[src/rtl/button_pkg.sv]
// button_pkg: shared repeat-state enum, 12 MHz board timing defaults and polarity mask.
package button_pkg;

    typedef enum logic [1:0] {RELEASED, HOLD_DELAY, HOLD_REPEAT} rpt_state_t;

    localparam int DEBOUNCE_20MS_12MHZ = 240000;
    localparam int REPEAT_DELAY_12MHZ = 6000000;
    localparam int REPEAT_RATE_12MHZ = 1200000;
    localparam logic [2:0] BTN_N_MASK = 3'b100;

    // Never narrower than one bit, even for tiny cycle counts.
    function automatic int cnt_width(input int n);
        return n <= 2 ? 1 : $clog2(n);
    endfunction

endpackage

[src/rtl/button_conditioner_if.sv]
// button_conditioner_if: raw button pins in, conditioned levels and pulses out.
interface button_conditioner_if #(parameter int N_BTN = 3);
    logic [N_BTN-1:0] btn_raw;
    logic [N_BTN-1:0] btn_level;
    logic [N_BTN-1:0] press_pulse;
    logic [N_BTN-1:0] release_pulse;
    logic [N_BTN-1:0] repeat_pulse;
    modport master(output btn_raw, input btn_level, press_pulse, release_pulse, repeat_pulse);
    modport slave(input btn_raw, output btn_level, press_pulse, release_pulse, repeat_pulse);
endinterface

[src/rtl/button_channel.sv]
// button_channel: one button's synchroniser, debouncer, repeat FSM and pulse registers.
module button_channel
    import button_pkg::*;
#(
    parameter int DEBOUNCE_CYCLES = DEBOUNCE_20MS_12MHZ,
    parameter int REPEAT_DELAY = REPEAT_DELAY_12MHZ,
    parameter int REPEAT_RATE = REPEAT_RATE_12MHZ,
    parameter logic ACTIVE_LOW = 1'b0,
    parameter logic REPEAT_EN = 1'b1
) (
    input  logic clk,
    input  logic rst_n,
    input  logic raw,
    output logic level,
    output logic press,
    output logic rls,
    output logic rpt
);
    localparam int DW = cnt_width(DEBOUNCE_CYCLES);
    localparam int RW = cnt_width(REPEAT_DELAY > REPEAT_RATE ? REPEAT_DELAY : REPEAT_RATE);
    localparam logic [DW-1:0] DEB_LAST = DW'(DEBOUNCE_CYCLES - 1);
    localparam logic [RW-1:0] DELAY_LAST = RW'(REPEAT_DELAY - 1);
    localparam logic [RW-1:0] RATE_LAST = RW'(REPEAT_RATE - 1);

    logic [1:0] sync;
    logic [DW-1:0] cnt;
    logic [RW-1:0] rpt_cnt;
    rpt_state_t state;
    logic flip;
    logic rpt_hit;

    always_comb flip = (sync[1] != level) && (cnt == DEB_LAST);
    always_comb rpt_hit = rpt_cnt == (state == HOLD_DELAY ? DELAY_LAST : RATE_LAST);

    // A debounced edge takes priority over repeat ticks, so a repeat never
    // coincides with a press or release pulse.
    always_ff @(posedge clk or negedge rst_n) begin
        if (!rst_n) begin
            sync <= '0;
            cnt <= '0;
            level <= 1'b0;
            press <= 1'b0;
            rls <= 1'b0;
            rpt <= 1'b0;
            rpt_cnt <= '0;
            state <= RELEASED;
        end else begin
            sync <= {sync[0], raw ^ ACTIVE_LOW};
            cnt <= (sync[1] == level || flip) ? '0 : cnt + 1'b1;
            level <= level ^ flip;
            press <= flip & ~level;
            rls <= flip & level;
            rpt <= 1'b0;
            if (flip) begin
                state <= level ? RELEASED : HOLD_DELAY;
                rpt_cnt <= '0;
            end else if (state != RELEASED) begin
                if (rpt_hit) begin
                    rpt <= REPEAT_EN;
                    rpt_cnt <= '0;
                    state <= HOLD_REPEAT;
                end else begin
                    rpt_cnt <= rpt_cnt + 1'b1;
                end
            end
        end
    end

endmodule

[src/rtl/button_conditioner.sv]
// button_conditioner: N_BTN independent button channels with per-bit polarity and repeat enables.
module button_conditioner
    import button_pkg::*;
#(
    parameter int N_BTN = 3,
    parameter int DEBOUNCE_CYCLES = DEBOUNCE_20MS_12MHZ,
    parameter int REPEAT_DELAY = REPEAT_DELAY_12MHZ,
    parameter int REPEAT_RATE = REPEAT_RATE_12MHZ,
    parameter logic [N_BTN-1:0] ACTIVE_LOW = '0,
    parameter logic [N_BTN-1:0] REPEAT_EN = '1
) (
    input logic CLK,
    input logic RST_N,
    button_conditioner_if.slave bus
);

    for (genvar i = 0; i < N_BTN; i++) begin : g_ch
        button_channel #(
            .DEBOUNCE_CYCLES(DEBOUNCE_CYCLES),
            .REPEAT_DELAY(REPEAT_DELAY),
            .REPEAT_RATE(REPEAT_RATE),
            .ACTIVE_LOW(ACTIVE_LOW[i]),
            .REPEAT_EN(REPEAT_EN[i])
        ) u_ch (
            .clk(CLK),
            .rst_n(RST_N),
            .raw(bus.btn_raw[i]),
            .level(bus.btn_level[i]),
            .press(bus.press_pulse[i]),
            .rls(bus.release_pulse[i]),
            .rpt(bus.repeat_pulse[i])
        );
    end

endmodule

[src/flat_wrapper.sv]
// flat-port wrapper written by rule: the top's interface ports become plain ports
module button_conditioner_flat import button_pkg::*;
#(
    parameter int N_BTN = 3,
    parameter int DEBOUNCE_CYCLES = DEBOUNCE_20MS_12MHZ,
    parameter int REPEAT_DELAY = REPEAT_DELAY_12MHZ,
    parameter int REPEAT_RATE = REPEAT_RATE_12MHZ,
    parameter logic [N_BTN-1:0] ACTIVE_LOW = '0,
    parameter logic [N_BTN-1:0] REPEAT_EN = '1
)
  (CLK, RST_N, bus_btn_raw, bus_btn_level, bus_press_pulse, bus_release_pulse, bus_repeat_pulse);
  button_conditioner_if #(.N_BTN(N_BTN)) bus_i ();
  input logic CLK;
  input logic RST_N;
  input wire logic [$bits(bus_i.btn_raw)-1:0] bus_btn_raw;
  output wire logic [$bits(bus_i.btn_level)-1:0] bus_btn_level;
  output wire logic [$bits(bus_i.press_pulse)-1:0] bus_press_pulse;
  output wire logic [$bits(bus_i.release_pulse)-1:0] bus_release_pulse;
  output wire logic [$bits(bus_i.repeat_pulse)-1:0] bus_repeat_pulse;
  assign bus_i.btn_raw = bus_btn_raw;
  assign bus_btn_level = bus_i.btn_level;
  assign bus_press_pulse = bus_i.press_pulse;
  assign bus_release_pulse = bus_i.release_pulse;
  assign bus_repeat_pulse = bus_i.repeat_pulse;
  button_conditioner #(.N_BTN(N_BTN), .DEBOUNCE_CYCLES(DEBOUNCE_CYCLES), .REPEAT_DELAY(REPEAT_DELAY), .REPEAT_RATE(REPEAT_RATE), .ACTIVE_LOW(ACTIVE_LOW), .REPEAT_EN(REPEAT_EN)) u_core (.CLK(CLK), .RST_N(RST_N), .bus(bus_i));
endmodule
[config.mk]
export PLATFORM = sky130hd
export DESIGN_NAME = button_conditioner_flat
export DESIGN_NICKNAME = d
export VERILOG_FILES = /design/src/rtl/button_pkg.sv /design/src/rtl/button_conditioner_if.sv /design/src/rtl/button_channel.sv /design/src/rtl/button_conditioner.sv /design/src/flat_wrapper.sv
export SDC_FILE = /design/constraint.sdc
export NUM_CORES = 1
export LEC_CHECK = 0
export ABC_AREA = 1
export CAP_MARGIN = 20
export CORE_UTILIZATION = 34
export DETAILED_ROUTE_END_ITERATION = 10
export PLACE_DENSITY = 0.51
export SLEW_MARGIN = 20
export SYNTH_ARGS = -nofsm -noshare
export SYNTH_HDL_FRONTEND = slang
export SYNTH_HIERARCHICAL = 1
export SYNTH_SLANG_ARGS = --single-unit
[constraint.sdc]
create_clock -name CLK -period 5.1 [get_ports CLK]
set_input_delay 1.02 -clock CLK [delete_from_list [all_inputs] [get_ports CLK]]
set_output_delay 1.02 -clock CLK [all_outputs]
set_load 0.005 [all_outputs]
Yosys cells after proc, flatten, opt, wreduce, memory -nomap -nowiden
Cells that the tools add are included.

operators by class
  bitwise operators = 12
  equality and inequality tests = 15
  multiplexer cells = 36
  add/sub/neg operators = 6
  reduce and logical (&&, ||, !) cells = 18

operator list
  cell                   count
  $mux 23                12
  $add 23x1->23 const B  3
  $eq 23x23->1           3
  $add 18x1->18 const B  3
  $eq 18x18->1 const B   3
  $mux 18                3
  $mux 2                 9
  $reduce_bool 2->1      9
  $mux 1                 12
  $and 1x1->1            6
  $eq 2x1->1 const B     3
  $reduce_and 2->1       3
  $eq 1x1->1             3
  $logic_and 1x1->1      3
  $logic_or 1x1->1       3
  $ne 1x1->1             3
  $not 1->1              3
  $xor 1x1->1            3

storage, ports and cells
  input port bits = 5
  word-level logic and storage cells = 111
  bits in registers = 147
  output and inout bits = 12

Logic depth before layout (Yosys ltp)
  depth in word-level cells = 6
  gate-level depth with buffers = 12
  mapped depth without buffers = 11

Modules after synthesis
Netlist, hierarchy kept.

by module, submodules not included
  module                                    seq. area each (um2)  cells an instance  times used  area an instance (um2)
  button_channel (u_core.g_ch[1].u_ch ...)  1226.2                416                2           2900.3
  button_channel (u_core.g_ch[0].u_ch)      1226.2                400                1           2865.2

Least setup slack after synthesis
No wires, ideal clock.

  path type = reg2reg
  start = reg u_core.g_ch[0].u_ch.cnt[0]
  end = reg u_core.g_ch[0].u_ch.rpt_cnt[7]
  period minus slack after synthesis = 1.613 ns
  slack = 3.487 ns
  stages on the path, launching flop included = 11
  arrival = 1.541 ns
  setup time = 0.071 ns
  buffers on the path = 2
  required time = 5.029 ns
  path through = dfrtp_1 ha_1 nand2_1 nor2_8 nand4_4 buf_6 nand2_4 nand2_4 buf_6 clkinv_1 nor2_1

between the ends
  word-level cells in the longest chain between the ends = 3
  elaborated cells on any way between the ends = 4
  classes of those cells = eq/ne: 1; mux: 1; reduce/logical: 2

RTL lines
  item                                          line                  RTL
  from (decl)                                   button_channel.sv:26  logic [DW-1:0] cnt;
  from (signal assigned)                        button_channel.sv:49  cnt <= (sync[1] == level || flip) ? '0 : cnt + 1'b1;
  $eq 18x18->1 *                                button_channel.sv:32  always_comb flip = (sync[1] != level) && (cnt == DEB_LAST);
  $logic_and 1x1->1 *                           button_channel.sv:32
  $mux 23 or $reduce_bool 2->1 (tied branches)  -
  to (signal assigned)                          button_channel.sv:63  rpt_cnt <= rpt_cnt + 1'b1;
  to (decl)                                     button_channel.sv:27  logic [RW-1:0] rpt_cnt;

Mark *: on every way between the ends. The rest lies on a longest branch, timed or not.
A chain may end at the register's enable or synchronous reset.

==> impl_metrics.yaml <==
routing:
  drc_errors: 0
  dr.pass1.iters: 7
  num_vias: 7334
  avgRoutedWirePerCell_um: 12.01
  viasPerCell: 4.589
  drt_iter0_drc: 512
  wirelength_um: 19190
  ant_nets: 0
yosys:
  synth_common_cells: "nand2_1 (339), nor2_1 (235), inv_1 (167)"
  syn_area_per_cell_um2: 7.034
  synth_nets: 1243
  synth.most_common_cell: "nand2_1"
  synth_largest_area_cell: "dfrtp_1"
  synth_cell_types: 38
  async_flop_share_pct: 100.0
  dominantRegCellSynth: "dfrtp_1"
  synth_edf_count: 0
  syn_inst: 1232
  seq_area_frac_synth_pct: 42.45
  yosys-top-cells-area: "dfrtp_1 (42%), nand2_1 (15%), nor2_1 (10%)"
  yosys.area.top_type_share_pct: 42.45
  synthesis.area_um2: 8666
  ys_warn_count: 6
  synth_seq_cells: 147
sta:
  worst_slew_pin_slew_ns: 0.8027
  fin_hold_ws_ns: 0.3471
  fmax_mhz: 421.3
  rsz0062_at_grt: "false"
  clock_skew_ns: 0.01150
  max-slew-margin-rel_pct: 46.49
  min_period_over_period_pct: 46.54
  slew_violations: 0
  fin_crit_ns: 2.374
  setup_tns_ns: 0
  final-setup-viol-count: 0
  hold_violations: 0
grt:
  grt_pass1_wl_um: 34090
  grt_usage_pct: 15.99
  grt_max_degree: 81
  grt-ovfl-total: 0
  grt_pass1_vias: 7123
  antenna_found_initial: 0
run:
  drv_cap: 0
finish:
  antennaDiodeCount: 0
  fillCellCount: 2727
  final_nets: 1269
  drive_above_1_share_pct: 8.123
  syn_to_final_growth_pct: 11.82
  multi_input_area_um2: 4197
  layout.area.seq_um2: 3679
critical_path:
  path_max_fanout: 4
  path_class: "flop to primary output"
  cp_top_family: "buffers and inverters"
  critPathLaunchType: "flop"
  path_cells: "clkdlybuf4s50_1"
  cp_num_buf_inv: 1
  r2r_setup_slack_ns: 3.16
  cpMaxStageDelayCell: "clkdlybuf4s50_1"
  required_ns: 4.08
  end_kind: "primary output"
  crit_arrival_ns: 1.35
  cp_slowest_stage_delay_ns: 0.53
clocking:
  post_cts_buffers: 0
  clock-sinks: 147
  cts_hold_buffers: 0
  clk_latency_ns: 0.42
  cts-buffers-inserted: 17
  cts_resized: 0
  cts_tree: "yes"
  clkSlewWorstSetupHoldPaths_ns: 0.06
  cts_root_buffer: "clkbuf_16"
  clockBufferDepth: 2
  h-tree-depth: 4
power:
  pwr-share-comb_pct: 2.1
  p_int_mw: 1.935
  clkPwrFrac_pct: 50.1
  power.switching_mw: 0.5307
  swShare_pct: 21.52
  powerDensity_nw_per_um2: 254.5
  p_seq_share_pct: 47.8
  p_leak_nw: 4.676
  max-vdd-ir-drop_v: 0.0001495
floorplanning:
  num_rows: 58
  initial_core_util_pct: 34.51
  die_area_um2: 26130
  die-width_um: 161.7
  ioPinCount: 17
  design.core.area_um2: 25110
  die_h_um: 161.7
outcome:
  outcome: "completed"
place:
  portBuffers: 16
  gp_congestion: 0.8262
  dp_hpwl_um: 13750
min_path:
  hp-class: "flop to flop"
==> per-layer routing <==
layer / share of wire [%] / vias up / GRT usage (%)
met5: 0 / - / 0
met4: 1.2 / 0 / 5.403
met3: 2.8 / 16 / 2.681
met2: 47 / 78 / 26.12
met1: 49 / 3344 / 21.43
li1: - / 3896 / -
==> logic make-up (layout without fill, tap and decap cells) <==
kind of cell / count (synthesis) / after routing / share of synthesized area [%]
buffers and inverters: 185 / 221 / 9.125
XOR/XNOR: 19 / 19 / 1.920
AO/OA/AOI/OAI: 72 / 72 / 4.476
AND/OR/NAND/NOR: 803 / 803 / 41.16
flip-flops: 147 / 147 / 42.45
adder cells (fa/ha/maj): 6 / 6 / 0.8663
==> power by group through the flow <==
stage / logic, mW / registers, mW / clock network, mW
5_1_grt: 0.0633 / 1.18 / 1.33
6_report: 0.0524 / 1.18 / 1.23
4_1_cts: 0.0561 / 1.18 / 1.28
2_1_floorplan: 0.0202 / 1.20 / 0
3_5_place_dp: 0.0558 / 1.20 / 0
3_3_place_gp: 0.0553 / 1.20 / 0
==> sequential cells by signal, summed over array words and instances (netlist names), named ones only <==
signal and cells:
u_core/g_ch.u_ch/rls 3, u_core/g_ch.u_ch/cnt 54, u_core/g_ch.u_ch/state 6, u_core/g_ch.u_ch/rpt 3, u_core/g_ch.u_ch/press 3, u_core/g_ch.u_ch/sync 6, u_core/g_ch.u_ch/rpt_cnt 69
==> final cells by class <==
cell class	instances	area share, %
Clock buffer	20	4.816
Clock inverter	9	1.097
Inverter	174	6.740
Multi-Input combinational cell	900	43.31
Sequential cell	147	37.96
Tap cell	330	4.261
Timing Repair Buffer	18	1.821
==> stage by stage <==
step                      setup WS [ns]  std cells  instance area [µm²]  util, %  total power, mW
final                             2.726       1598                 9691    38.59            2.466
after global routing              2.669       1598                 9691    38.59            2.576
after CTS                         2.689       1598                 9691    38.59            2.519
after detailed placement          2.883       1569                 9117    36.31            1.256
after global placement            2.909       1569                 9117    36.31            1.255
after floorplan                   3.487       1232                 8666        -            1.220
==> layout by cell type (no fill, tap or decap), drive strengths merged, types with 3 or more instances in the layout <==
cell | netlist | routed
nand2 | 377 | 377
nor3b | 3 | 3
clkdlybuf4s50 | 0 | 15
clkbuf | 0 | 20
nand4 | 27 | 27
ha | 6 | 6
nor3 | 40 | 40
nand3b | 4 | 4
nor2 | 248 | 248
a31oi | 3 | 3
or2 | 5 | 5
a21oi | 29 | 29
clkinvlp | 0 | 3
inv | 173 | 174
xor2 | 18 | 18
o22ai | 3 | 3
buf | 11 | 3
nand3 | 96 | 96
clkinv | 1 | 4
dfrtp | 147 | 147
o21ai | 30 | 30
==> worst reg2reg max path: cells and delay by family (launching register included) <==
family | cells | cell delay (ns)
flip-flops | 1 | 0.38
AND/OR/NAND/NOR | 7 | 1.28
adder cells (fa/ha/maj) | 1 | 0.18
==> worst paths after layout <==
check / start / to / cells past startpoint
max reg2reg: u_core/g_ch[0].u_ch/cnt[0]$_DFF_PN0_ / u_core/g_ch[0].u_ch/rpt_cnt[8]$_DFFE_PN0P_ / 8
max: flop / bus_btn_level[0] / 1
max in group asynchronous: RST_N / u_core/g_ch[2].u_ch/rpt_cnt[4]$_DFFE_PN0P_ / 2
min in group asynchronous: RST_N / u_core/g_ch[2].u_ch/rpt_cnt[14]$_DFFE_PN0P_ / 1
min: u_core/g_ch[0].u_ch/sync[0]$_DFF_PN0_ / u_core/g_ch[0].u_ch/sync[1]$_DFF_PN0_ / 0
min reg2reg: u_core/g_ch[0].u_ch/sync[0]$_DFF_PN0_ / u_core/g_ch[0].u_ch/sync[1]$_DFF_PN0_ / 0
No activity file was read; power rests on OpenSTA's default activity.
